`src/rtl/ucie_ctl_sb_tx_arbiter.sv`:
```
// Round-robin arbiter for the RDI sideband cfg channel: grants one requester at a time,
// serialises its message into MSG_W/NC beats and tracks PHY credits returned on pl_cfg_crd.
module ucie_ctl_sb_tx_arbiter #(
  parameter int NC      = 32,
  parameter int NREQ    = 4,
  parameter int MSG_W   = 64,
  parameter int CRD_MAX = 8
) (
  input  logic                           i_clk,
  input  logic                           i_rst,
  input  logic [NREQ-1:0]                i_req_valid,
  input  logic [NREQ*MSG_W-1:0]          i_req_msg,
  output logic [NREQ-1:0]                o_req_ready,
  output logic                           o_rdi_lp_cfg_vld,
  output logic [NC-1:0]                  o_rdi_lp_cfg,
  input  logic                           i_rdi_pl_cfg_crd,
  output logic [$clog2(NREQ)-1:0]        o_grant_id,
  output logic                           o_busy,
  output logic [$clog2(CRD_MAX+1)-1:0]   o_crd_count,
  output logic                           o_crd_err
);

  localparam int BEATS = MSG_W / NC;
  localparam int GW    = $clog2(NREQ);
  localparam int CW    = $clog2(CRD_MAX + 1);
  localparam int BW    = (BEATS > 1) ? $clog2(BEATS) : 1;

  localparam logic [CW-1:0] CRD_FULL  = CW'(CRD_MAX);
  localparam logic [CW-1:0] CRD_NEED  = CW'(BEATS);
  localparam logic [BW-1:0] LAST_BEAT = BW'(BEATS - 1);
  localparam logic [GW-1:0] LAST_REQ  = GW'(NREQ - 1);

  typedef enum logic {IDLE, SEND} state_t;

  state_t           state_q, state_d;
  logic [BW-1:0]    beat_q, beat_d;
  logic [MSG_W-1:0] msg_q, msg_d;
  logic [GW-1:0]    gid_q, gid_d;
  logic [GW-1:0]    rr_q, rr_d;
  logic [CW-1:0]    crd_q, crd_d;
  logic             err_q, err_d;

  logic [GW-1:0]    idx;
  logic [GW-1:0]    pick;
  logic             found;
  logic             grant;
  logic             beat_fire;

  // First valid requester at or after the round-robin pointer, wrapping modulo NREQ.
  always_comb begin
    found = 1'b0;
    pick  = '0;
    idx   = '0;
    for (int unsigned i = 0; i < NREQ; i++) begin
      idx = GW'((32'(rr_q) + i) % NREQ);
      if (!found && i_req_valid[idx]) begin
        found = 1'b1;
        pick  = idx;
      end
    end
  end

  assign beat_fire = (state_q == SEND);
  assign grant     = (state_q == IDLE) && found && (crd_q >= CRD_NEED) && !i_rst;

  always_comb begin
    o_req_ready = '0;
    if (grant) begin
      o_req_ready[pick] = 1'b1;
    end
  end

  always_comb begin
    state_d = state_q;
    beat_d  = beat_q;
    msg_d   = msg_q;
    gid_d   = gid_q;
    rr_d    = rr_q;
    crd_d   = crd_q;
    err_d   = err_q;

    case (state_q)
      IDLE: begin
        if (grant) begin
          state_d = SEND;
          beat_d  = '0;
          msg_d   = i_req_msg[pick*MSG_W +: MSG_W];
          gid_d   = pick;
          rr_d    = (pick == LAST_REQ) ? '0 : pick + 1'b1;
        end
      end
      SEND: begin
        // The latched message shifts down so the current beat is always the low NC bits.
        msg_d  = msg_q >> NC;
        beat_d = beat_q + 1'b1;
        if (beat_q == LAST_BEAT) begin
          state_d = IDLE;
        end
      end
      default: state_d = IDLE;
    endcase

    if (i_rdi_pl_cfg_crd && !beat_fire) begin
      if (crd_q == CRD_FULL) begin
        err_d = 1'b1;
      end else begin
        crd_d = crd_q + 1'b1;
      end
    end else if (!i_rdi_pl_cfg_crd && beat_fire) begin
      crd_d = crd_q - 1'b1;
    end
  end

  always_ff @(posedge i_clk) begin
    if (i_rst) begin
      state_q <= IDLE;
      beat_q  <= '0;
      msg_q   <= '0;
      gid_q   <= '0;
      rr_q    <= '0;
      crd_q   <= CRD_FULL;
      err_q   <= 1'b0;
    end else begin
      state_q <= state_d;
      beat_q  <= beat_d;
      msg_q   <= msg_d;
      gid_q   <= gid_d;
      rr_q    <= rr_d;
      crd_q   <= crd_d;
      err_q   <= err_d;
    end
  end

  assign o_rdi_lp_cfg_vld = beat_fire;
  assign o_rdi_lp_cfg     = beat_fire ? msg_q[NC-1:0] : '0;
  assign o_busy           = beat_fire;
  assign o_grant_id       = gid_q;
  assign o_crd_count      = crd_q;
  assign o_crd_err        = err_q;

endmodule
```
`config.mk`:
```
export PLATFORM = sky130hd
export DESIGN_NAME = ucie_ctl_sb_tx_arbiter
export DESIGN_NICKNAME = d
export VERILOG_FILES = /design/src/rtl/ucie_ctl_sb_tx_arbiter.sv
export SDC_FILE = /design/constraint.sdc
export NUM_CORES = 1
export LEC_CHECK = 0
export CAP_MARGIN = 20
export CORE_ASPECT_RATIO = 2
export CORE_MARGIN = 3
export CORE_UTILIZATION = 35
export CTS_BUF_LIST = sky130_fd_sc_hd__clkbuf_16
export CTS_CLUSTER_SIZE = 30
export DETAILED_ROUTE_END_ITERATION = 16
export PLACE_DENSITY_LB_ADDON = 0.3
export RECOVER_POWER = 25
export SLEW_MARGIN = 15
export SYNTH_ARGS = -nofsm -noshare
export SYNTH_HDL_FRONTEND = slang
export SYNTH_SLANG_ARGS = --single-unit
```
`constraint.sdc`:
```
create_clock -name i_clk -period 4.4 [get_ports i_clk]
set_clock_uncertainty 0.1 [all_clocks]
set_input_delay 0.88 -clock i_clk [delete_from_list [all_inputs] [get_ports i_clk]]
set_output_delay 0.88 -clock i_clk [all_outputs]
set_load 0.005 [all_outputs]
```
Word level (Yosys, flattened, before mapping)
Cells that the tools add are included.
{"block": "totals", "regBits": 75, "input_bits": 263, "output_inout_bits": 45, "word_cells": 77}
{"block": "op_classes", "n_addsub": 7, "magnitude_cmp": 7, "n_eq_ne": 4, "shift": 1, "mux": 31, "bitwise": 1, "n_reduce_logical": 19}
{"cell": "256-bit by 9-bit variable part select with 64-bit output", "count": 1}
{"cell": "64-bit one-hot mux with 2 select lines", "count": 1}
{"cell": "64-bit 2-to-1 mux", "count": 1}
{"cell": "32-bit 2-to-1 mux", "count": 1}
{"cell": "4-bit 2-to-1 mux", "count": 4}
{"cell": "2-bit by 3-bit < comparator with 1-bit output (second input constant)", "count": 5}
{"cell": "1-bit 2-to-1 mux", "count": 12}
{"cell": "2-bit 2-to-1 mux", "count": 5}
{"cell": "1-bit logical AND", "count": 9}
{"cell": "1-bit binary-select mux with 2-bit select", "count": 4}
{"cell": "1-bit logical NOT", "count": 6}
{"cell": "2-bit AND reduction", "count": 3}
{"cell": "2-bit by 1-bit adder with 2-bit output (second input constant)", "count": 2}
{"cell": "2-bit adder (second input constant)", "count": 2}
{"cell": "4-bit by 1-bit adder with 4-bit output (second input constant)", "count": 1}
{"cell": "4-bit == test (second input constant)", "count": 1}
{"cell": "4-bit by 2-bit greater-or-equal comparator with 1-bit output (second input constant)", "count": 1}
{"cell": "2-bit != test (second input constant)", "count": 2}
{"cell": "1-bit one-hot mux with 2 select lines", "count": 2}
{"cell": "4-bit by 1-bit subtractor with 4-bit output (second input constant)", "count": 1}
{"cell": "1-bit demux with 2-bit select", "count": 1}
{"cell": "2-bit == test (second input constant)", "count": 1}
{"cell": "2-bit by 1-bit greater-or-equal comparator with 1-bit output (second input constant)", "count": 1}
{"cell": "2-bit nonzero test", "count": 1}
{"cell": "2 further kinds", "count": 2}

Depth between registers and ports, before layout
{"block": "depth", "word_depth": 17, "ltp_mapped": 8, "ltp_nobuf": 7}

Least setup slack after synthesis
No wires, ideal clock.
{"block": "synth_path", "path_kind": "input to output", "from": "in i_req_valid[2]", "to": "out o_req_ready[0]", "arrival_time_ns": 2.244, "required_ns": 3.420, "setup_slack_ns": 1.176, "stages": 7, "path_buffers": 1, "path_cell_list": "nor2b_1 -> or4_4 -> nand2_2 -> inv_2 -> buf_2 -> ha_1 -> and2_1"}
{"block": "synth_between", "elab_chain_cells": 17, "word_cells_on_any_way": 31, "cone_classes": "order compare: 2; mux: 19; reduce/logical: 10"}
{"item": "start, declared", "line_no": "11", "text": "input logic [NREQ-1:0] i_req_valid,"}
{"item": "1-bit binary-select mux with 2-bit select", "line_no": "56", "text": "if (!found && i_req_valid[idx]) begin"}
{"item": "1-bit 2-to-1 mux (implied by the code)", "line_no": "56"}
{"item": "1-bit 2-to-1 mux", "line_no": "56"}
{"item": "1-bit logical NOT", "line_no": "56"}
{"item": "1-bit logical AND", "line_no": "56"}
{"item": "1-bit 2-to-1 mux", "line_no": "56"}
{"item": "1-bit logical NOT", "line_no": "56"}
{"item": "1-bit logical AND", "line_no": "56"}
{"item": "[... 2 more ...]"}
{"item": "1-bit logical AND", "line_no": "56"}
{"item": "2-bit 2-to-1 mux (*)", "line_no": "56"}
{"item": "net pick[0]", "line_no": "44", "text": "logic [GW-1:0] pick;"}
{"item": "2-bit by 3-bit < comparator with 1-bit output (implied by the code) or 2-bit by 1-bit greater-or-equal comparator with 1-bit output (tied branches)", "line_no": "69", "text": "o_req_ready[pick] = 1'b1;"}
{"item": "1-bit logical AND (implied by the code)", "line_no": "69"}
{"item": "1-bit 2-to-1 mux (implied by the code)", "line_no": "69"}
{"item": "1-bit demux with 2-bit select (*)", "line_no": "69"}
{"item": "4-bit 2-to-1 mux (*)", "line_no": "68", "text": "if (grant) begin"}
{"item": "end, declared", "line_no": "13", "text": "output logic [NREQ-1:0] o_req_ready,"}
The timed path passes the listed nets; every way through them passes the cells marked *. The select of a mux whose other input is x is not followed.

Worst setup path after layout
{"block": "layout_path", "from": "in i_req_valid[2]", "to": "out o_req_ready[2]"}
Same word-level chain as after synthesis.

==> impl_metrics.env <==
export IMPL_clock_fmax_mhz=239
export IMPL_cpMaxStageDelayCell="clkdlybuf4s50_1"
export IMPL_dp_hpwl_mm=16.7
export IMPL_cp_top_family="buffers and inverters"
export IMPL_clock_sinks=75
export IMPL_detail_route_antenna_nets=0
export IMPL_clk_path_buf_depth=2
export IMPL_start_util_pct=36.1
export IMPL_drv_slew=0
export IMPL_ios=308
export IMPL_floorplan_rows=62
export IMPL_core_area_mm2=0.0146
export IMPL_synthArstFlopShare_pct=0
export IMPL_tns_ns=0
export IMPL_via_per_inst=5.48
export IMPL_crit_start="i_req_valid[2]"
export IMPL_layoutNonFillerInstCount=1131
export IMPL_cp_max_fo=5
export IMPL_worst_pin_slew_ns=1.20
export IMPL_maxSlewHeadroom_pct=20.0
export IMPL_postCtsSetupBuffers=0
export IMPL_r2r_start="o_busy"
export IMPL_hold_slack_ns=0.355
export IMPL_fin_util_pct=59.9
export IMPL_post_drt_wl_per_cell_um=19.8
export IMPL_worst_slack_ns=0.223
export IMPL_grt_overflow_total=0
export IMPL_hold_class="reg2reg"
export IMPL_drive_gt1_share_pct=4.58
export IMPL_cp_common_cell="clkdlybuf4s50_1"
export IMPL_root_buffer="clkbuf_16"
export IMPL_clk_pin_slew_ns=0.06
export IMPL_outcome="completed"
export IMPL_cts_resized=0
export IMPL_crit_chain="clkdlybuf4s50_1 > nor2b_1 > a21boi_1 > o22ai_2 > inv_1 > ha_1 > and2_1 > clkdlybuf4s50_1"
export IMPL_diodes=0
export IMPL_yosys_cell_types_count=44
export IMPL_synth_net_count=933
export IMPL_cpPeakStageDelay_ns=0.53
export IMPL_crit_arrival_ns=3.20
export IMPL_wirelength_mm=22.4
export IMPL_pre_cts_slack_ns=0.242
export IMPL_clk_latency_ns=0.33
export IMPL_finalCritPeriodShare_pct=94.9
export IMPL_drc_errors=0
export IMPL_first_iter_violations=190
export IMPL_ys_warn_count=0
export IMPL_cts_hold_buffers=0
export IMPL_leakage_nw=3.45
export IMPL_crit_path_start_kind="primary input"
export IMPL_synth_edf_count=0
export IMPL_cts_made_buffers=9
export IMPL_cp_end_kind="output port"
export IMPL_max_cap_viol_count=0
export IMPL_cp_num_buf_inv=3
export IMPL_port_buffers=307
export IMPL_routabilityCongestion=0.812
export IMPL_grt_max_degree=69
export IMPL_die_h_um=180
export IMPL_htree_levels=3
export IMPL_crit_required_ns=3.42
export IMPL_hp_start="o_grant_id[1]"
export IMPL_die_area_mm2=0.0167
export IMPL_worstSetupPathType="in2out"
export IMPL_report_final_hold_viol_count=0
export IMPL_ys_ff_latch=75
export IMPL_nets=1204
export IMPL_via_count=6203
export IMPL_tritoncts="built"
export IMPL_power_density_mw_per_mm2=345
export IMPL_antenna_found_initial=0
export IMPL_rsz0062_at_grt="false"
export IMPL_grt_pass1_vias=6306
export IMPL_yosysSeqAreaShare_pct=28.5
export IMPL_firstDrtPassIters=4
export IMPL_fp_dieW_um=92.8
export IMPL_synthToLayoutAreaGrowth_pct=65.7
export IMPL_synth_cells=663
export IMPL_synth_area_mm2=0.00527
export IMPL_dp_cells=1114
export IMPL_finalSetupViolCount=0
export IMPL_ir_worst_vdd_mv=0.177
export IMPL_track_usage_pct=26.0
export IMPL_grt_pass1_wl_mm=34.1
export IMPL_min_period_ns=4.18
export IMPL_synth_main_ff_cell="dfxtp_1"
export IMPL_syn_area_per_cell_um2=7.95
-- metal layers --
| metal | wire length [um] | track usage [%] | share of wire [%] |
|---|---|---|---|
| met2 | 12600 | 50.1 | 56 |
| met4 | 633 | 9.69 | 2.8 |
| met3 | 1310 | 4.98 | 5.9 |
| met5 | 0 | 0 | 0 |
| met1 | 7810 | 26.9 | 35 |
-- Yosys cell counts, types with 2 or more instances --
master    count  area (um^2)
dfxtp_1      75         1500
mux2i_1      69          691
nand3_1      66          330
a21o_1       65          488
nand2_1      57          214
o21ai_0      48          240
a21oi_1      36          180
and2_1       36          225
clkbuf_1     33          124
o211ai_1     32          240
buf_2        20          100
o221ai_1     18          158
inv_1        17         63.8
o31ai_1      15          113
a221oi_1     14          123
nor2_1       10         37.5
buf_1         7         26.3
nand2b_1      7         43.8
ha_1          6         75.1
buf_4         3         22.5
a211oi_1      2         15.0
a31oi_1       2         12.5
buf_6         2         22.5
nand2_2       2         12.5
xnor2_1       2         17.5
-- cells by family (layout without fill, tap and decap cells) --
kind of cell             Yosys count  in the layout  share of synthesized area (%)
flip-flops                        75             75                           28.5
adder cells (fa/ha/maj)            7              7                           1.80
buffers and inverters             83            359                           6.89
AND/OR/NAND/NOR                  187            187                           18.1
XOR/XNOR                           3              3                          0.499
AO/OA/AOI/OAI                    239            239                           31.1
multiplexers                      69             69                           13.1
-- metrics by stage --
step                      total power [W]  cell area [um^2]
after CTS                         0.00305              8720
final                             0.00301              8730
after global routing              0.00319              8730
after global placement            0.00232              8440
after floorplan                   0.00173              5270
after detailed placement          0.00235              8440
-- cell usage in the layout (no fill, tap or decap), types with 15 or more instances in the layout --
master,instances
buf_4,15
o221ai_1,18
clkdlybuf4s50_1,295
a21oi_1,36
nand3_1,66
o21ai_0,48
a21o_1,65
inv_1,17
nand2_1,57
mux2i_1,69
and2_1,33
dfxtp_1,75
o211ai_1,32
-- flip-flops by register name, summed over array words and instances (netlist names) --
signal and cells:
msg_q 64, o_grant_id 2, o_busy 1, o_crd_err 1, beat_q 1, o_crd_count 4, rr_q 2
-- report_power, final --
| group | switching, W | internal (W) | leakage [nW] |
|---|---|---|---|
| clock network | 0.000311 | 0.000385 | 0.140 |
| logic | 0.000655 | 0.000669 | 2.69 |
| registers | 0.000133 | 0.000859 | 0.621 |
-- final cells by class --
class,instances,area (um^2)
Sequential cell,75,1500
Clock inverter,7,50.0
Multi-Input combinational cell,505,3430
Timing Repair Buffer,325,3220
Tap cell,192,240
Clock buffer,9,225
Inverter,18,70.1
Fill cell,1400,5850
-- worst register-to-register path, stage by stage, from the launching register on --
cell      delay (ns)
dfxtp_1         0.76
clkbuf_1        0.95
nand2b_1        0.36
ha_1            0.28
a21o_1          0.17
a21oi_1         0.18
mux2i_1         0.23
xor2_1          0.18
nand2b_1        0.08
-- path summary, 6_finish.rpt --
kind | slack (ns) | depth (start not counted) | end
max | 0.22 | 8 | o_req_ready[2]
min | 0.36 | 2 | o_grant_id[1]
max reg2reg | 1.01 | 8 | o_crd_count[3]
min reg2reg | 0.36 | 2 | o_grant_id[1]
(Power assumes the default switching activity.)
==> edit 1, RTL diff (same flow settings) <==
Make the reset (`i_rst`) asynchronous in one clocked block.
--- a/src/rtl/ucie_ctl_sb_tx_arbiter.sv
+++ b/src/rtl/ucie_ctl_sb_tx_arbiter.sv
@@ -111,7 +111,7 @@
     end
   end
 
-  always_ff @(posedge i_clk) begin
+  always_ff @(posedge i_clk or posedge i_rst) begin
     if (i_rst) begin
       state_q <= IDLE;
       beat_q  <= '0;
Function: differs if i_rst is asserted again (counterexample within 4 cycles, from zero or initial values and one cycle with i_rst high); with i_rst held inactive, the same outputs for 4 cycles.
==> edit 1 against the unedited design <==
- register-to-register slack improved by 0.52 ns
- first-iteration DRC count fell by 5.3%
- the flow now finishes with violations (capacitance limit, slew limit)
- routed wire length shrank 19%
- worst setup slack better by 0.27 ns
- power rose by 48%
- design area is 5.0% higher
- largest cell class unchanged
- sequential cell count unchanged
- die area rose by 9.6%
- synthesized area up 10%
==> edit 1: results (changes against the unedited design) <==
synth_compound_area_share_pct: 11.41  # was 31.11%
grt_pass1_vias: 5655  # was 6,306
critPathMaxFanout: 5  # unchanged
fill_cells: 1500  # was 1,400
arrival_ns: 2.92  # was 3.20 ns
route.met3.wl_um: 871  # was 1313 um
powerDensity_nw_per_um2: 486.6  # was 344.9 nW/um^2
ys_top_cells_by_area: "dfrtp_1 32%, mux2i_1 23%, mux2_2 13%, and2_1 7.3%, o21ai_1 5.6%"  # was dfxtp_1 28%, mux2i_1 13%, a21o_1 9.3%, nand3_1 6.3%, o21ai_0 4.6%
wl_um: 18190  # was 22,360 um
hold_slack_ns: 0.3712  # was 0.3551 ns
use_met1_pct: 21.74  # was 26.92%
drive_gt1_share_pct: 11.61  # was 4.579%
wl_met1_um: 6844  # was 7813 um
grt_pass1_wl_um: 28970  # was 34,070 um
synth_fa_ha_area_share_pct: 1.639  # was 1.805%
dp_slack_ns: 0.4505  # was 0.2421 ns
max_stage_delay_ns: 0.58  # was 0.53 ns
track_usage_pct: 19.54  # was 26.01%
async_flop_share_pct: 100.0  # was 0%
r2r_slack_ns: 1.53  # was 1.01 ns
p_clk_share_pct: 17.4  # was 23.1%
seq_area_frac_synth_pct: 32.38  # was 28.50%
use_met3_pct: 3.462  # was 4.979%
fmax_ghz: 0.2561  # was 0.2394 GHz
num_vias: 5353  # was 6,203
drt_iter0_drc: 180  # was 190
gr-usage-met2_pct: 37.38  # was 50.15%
hold_end: "o_grant_id[0]"  # was o_grant_id[1]
r2r-end: "msg_q[19]"  # was o_crd_count[3]
synth_commonest_cells: "131 x mux2i_1, 74 x dfrtp_1, 68 x and2_1"  # was 75 x dfxtp_1, 69 x mux2i_1, 66 x nand3_1
syn_nets: 842  # was 933
synth.area.mux_share_pct: 35.42  # was 13.11%
dr.max_layer_used: "met4"  # unchanged
power.leakage_uw: 0.003923  # was 0.003447 uW
synth_xor_area_share_pct: 0.3020  # was 0.4987%
wl_met2_um: 10130  # was 12,600 um
place_congestion: 0.7660  # was 0.8120
clk_pin_slew_ns: 0.06  # about the same
crit_end: "o_req_ready[3]"  # was o_req_ready[2]
finalNetCount: 1120  # was 1,204
maxSlewHeadroom_pct: -10.43  # was 20.04%
violations: "capacitance limit, slew limit"
rr_worst_depth: 7  # was 8
worstReg2RegStart: "rr_q[1]"  # was o_busy
drt_pre_antenna_iters: 7  # was 4
vdd_drop_max_uv: 651.4  # was 176.9 uV
switching_share_pct: 36.75  # was 36.48%
dp_hpwl_um: 14210  # was 16,740 um
drv_cap: 1  # was 0
power_frac_seq_pct: 26.5  # was 32.9%
final_max_slew_viol_count: 30  # was 0
synthDistinctLibCells: 37  # was 44
holdCritStartpoint: "o_grant_id[0]"  # was o_grant_id[1]
status: "finished with violations"  # was complete, no violations
grt_max_degree: 72  # was 69
## edit 1: cell count changes in the layout (fill, tap and decap cells not counted), sizes merged, moves of 47 or more
cell	change
mux2i	+62
a21o	-64
mux2	+66
nand2	-47
dfxtp	-75
dfrtp	+74
## edit 1: cells by family after synthesis
family | after synthesis
flip-flops | 75
multiplexers | 197
AND/OR/NAND/NOR | 119
buffers and inverters | 58
XOR/XNOR | 2
adder cells (fa/ha/maj) | 7
AO/OA/AOI/OAI | 114
## edit 1: layout make-up
class                           instances  area share [%]
Clock buffer                            9           2.456
Clock inverter                          5          0.8732
Inverter                                6          0.2592
Multi-Input combinational cell        439           38.55
Sequential cell                        75           20.49
Tap cell                              204           2.783
Timing Repair Buffer                  319           34.59
## edit 1: per-stage QoR
stage	std cells	area (um^2)
2_1_floorplan	572	5801
3_3_place_gp	1042	8861
3_5_place_dp	1042	8861
4_1_cts	1056	9166
5_1_grt	1057	9170
6_report	1057	9170
==> edit 2, RTL diff (config.mk and constraints unchanged) <==
Made on the original files. The parameter `MSG_W` goes from 64 to 128.
--- a/src/rtl/ucie_ctl_sb_tx_arbiter.sv
+++ b/src/rtl/ucie_ctl_sb_tx_arbiter.sv
@@ -3,7 +3,7 @@
 module ucie_ctl_sb_tx_arbiter #(
   parameter int NC      = 32,
   parameter int NREQ    = 4,
-  parameter int MSG_W   = 64,
+  parameter int MSG_W   = 128,
   parameter int CRD_MAX = 8
 ) (
   input  logic                           i_clk,
Ports: changed (resized i_req_msg); port bits go from 308 to 564. The function was not compared with the original's and may differ.
==> edit 2 against the unedited design <==
- sequential power grew 85%
- hold slack lost 0.0015 ns
- die area grew 72%
- synthesized area grew 76%
- power grew 83%
- register-to-register slack gained 0.16 ns
- routed wire length grew 99%
- sequential cell count grew 65
- worst setup slack lost 0.041 ns
- clock power grew 95%
- design area grew 78%
==> edit 2: results (changes against the unedited design) <==
cp_slowest_cell: "nor3b_1"  # was clkdlybuf4s50_1
vdd_drop_max_uv: 248.3  # was 176.9 uV
hold_end: "o_grant_id[0]"  # was o_grant_id[1]
status: "complete, no violations"  # unchanged
ys_top_cells_by_area: "dfxtp_1 30%, a211oi_1 14%, mux2i_1 12%, o221ai_1 9.1%, and3_1 5.6%"  # was dfxtp_1 28%, mux2i_1 13%, a21o_1 9.3%, nand3_1 6.3%, o21ai_0 4.6%
wl_um: 44550  # was 22,360 um
drv_cap: 0  # unchanged
arrival_ns: 3.24  # was 3.20 ns
h-tree-depth: 4  # was 3
place_congestion: 0.8776  # was 0.8120
ctsResizeCount: 0  # unchanged
track_usage_pct: 29.43  # was 26.01%
synth_commonest_cells: "167 x a211oi_1, 140 x dfxtp_1, 110 x mux2i_1"  # was 75 x dfxtp_1, 69 x mux2i_1, 66 x nand3_1
regMostFlops: "msg_q"  # unchanged
r2r_slack_ns: 1.17  # was 1.01 ns
synthDistinctLibCells: 42  # was 44
synth_xor_area_share_pct: 0.2832  # was 0.4987%
synth_fa_ha_area_share_pct: 1.160  # was 1.805%
clk_pin_slew_ns: 0.06  # about the same
final_max_slew_viol_count: 0  # unchanged
cts_buffers: 17  # was 9
hp-class: "reg2reg"  # unchanged
clock_latency_ns: 0.42  # was 0.33 ns
ys_warn_count: 0  # unchanged
drt_pre_antenna_iters: 7  # was 4
finalNetCount: 2032  # was 1,204
worstReg2RegStart: "o_busy"  # unchanged
synth_compound_area_share_pct: 31.46  # was 31.11%
synthFlopType: "dfxtp_1"  # unchanged
critPathMaxFanout: 5  # unchanged
rr_worst_depth: 6  # was 8
cts_setup_buffers: 0  # unchanged
r2r-end: "msg_q[65]"  # was o_crd_count[3]
power.leakage_uw: 0.006107  # was 0.003447 uW
tns_ns: 0  # unchanged
num_vias: 10890  # was 6,203
holdCritStartpoint: "o_grant_id[0]"  # was o_grant_id[1]
port-buffer-count: 563  # was 307
root_buffer: "clkbuf_16"  # unchanged
drt_iter0_drc: 889  # was 190
largest_reg_flops: 128  # was 64
max_stage_delay_ns: 0.60  # was 0.53 ns
dp_hpwl_um: 33340  # was 16,740 um
seq_area_frac_synth_pct: 30.20  # was 28.50%
cts_buffer_depth: 2  # unchanged
fill_cells: 2255  # was 1,400
grt_pass1_wl_um: 64980  # was 34,070 um
grt_max_degree: 117  # was 69
drive_gt1_share_pct: 5.739  # was 4.579%
worstMarginPinSlew_ns: 1.228  # was 1.199 ns
min_path_cells: 2  # unchanged
grt_antenna_before_repair: 8  # was 0
syn_nets: 1555  # was 933
synth.area.mux_share_pct: 17.04  # was 13.11%
-- edit 2: cell count changes in the layout (fill, tap and decap cells not counted), moves of 15 or more --
| cell | delta |
|---|---|
| and3_1 | +83 |
| nand2_1 | -36 |
| mux2_4 | +29 |
| mux2i_1 | +41 |
| inv_1 | -15 |
| a21o_1 | -51 |
| o221ai_1 | +78 |
| clkdlybuf4s50_1 | +244 |
| nand3_1 | -19 |
| a221o_1 | +32 |
| dfxtp_1 | +65 |
| a211oi_1 | +165 |
| o211ai_1 | -32 |
-- edit 2: cell families after synthesis --
group | after synthesis
multiplexers | 143
adder cells (fa/ha/maj) | 8
buffers and inverters | 129
flip-flops | 140
AO/OA/AOI/OAI | 387
XOR/XNOR | 3
AND/OR/NAND/NOR | 218
-- edit 2: worst max path at each step --
stage	start	endpoint	slack (ns)
after floorplan	i_req_valid[0]	o_req_ready[0]	0.94
after global placement	i_req_valid[1]	o_req_ready[3]	0.21
after detailed placement	i_req_valid[1]	o_req_ready[2]	0.17
after CTS	i_req_valid[1]	o_req_ready[2]	0.18
after global routing	i_req_valid[0]	o_req_ready[2]	0.09
final	i_req_valid[1]	o_req_ready[2]	0.18
-- edit 2: per-layer routing --
metal  up-vias  share of wire, %  wire, um  track usage, %
met5         -                 0         0               0
met4         0               3.3      1461           11.19
met3        72               9.0      4018           8.349
met2       580                51     22660           51.99
met1      5146                37     16410           33.05
li1       5087                 -         -               -
-- edit 2: layout make-up --
type	instances	share of cell area, %
clock buffer	17	2.730
clock inverter	13	0.7067
inverter	4	0.1606
tap	340	2.730
sequential	140	17.99
antenna	8	0.1285
timing repair buffer	583	37.42
multi-input combinational	759	38.14
-- edit 2: where the power goes --
group / switching (uW) / internal, uW
clock: 546 / 810
combinational: 1140 / 1200
sequential: 230 / 1600
-- edit 2: worst min-delay path, stage by stage (launching register included) --
cell,delay [ns]
dfxtp_1,0.31
nand2_1,0.05
a21oi_1,0.05
-- edit 2: per-stage QoR --
step	util, %	setup WS (ns)	instance area, um^2	hold slack, ns	cells
after floorplan	-	0.9432	9279	0.3516	1028
after global placement	58.18	0.2067	15040	0.3447	1826
after detailed placement	58.18	0.1691	15040	0.3508	1826
after CTS	60.25	0.1751	15580	0.3591	1856
after global routing	60.24	0.08948	15580	0.3874	1863
final	60.25	0.1815	15580	0.3537	1864
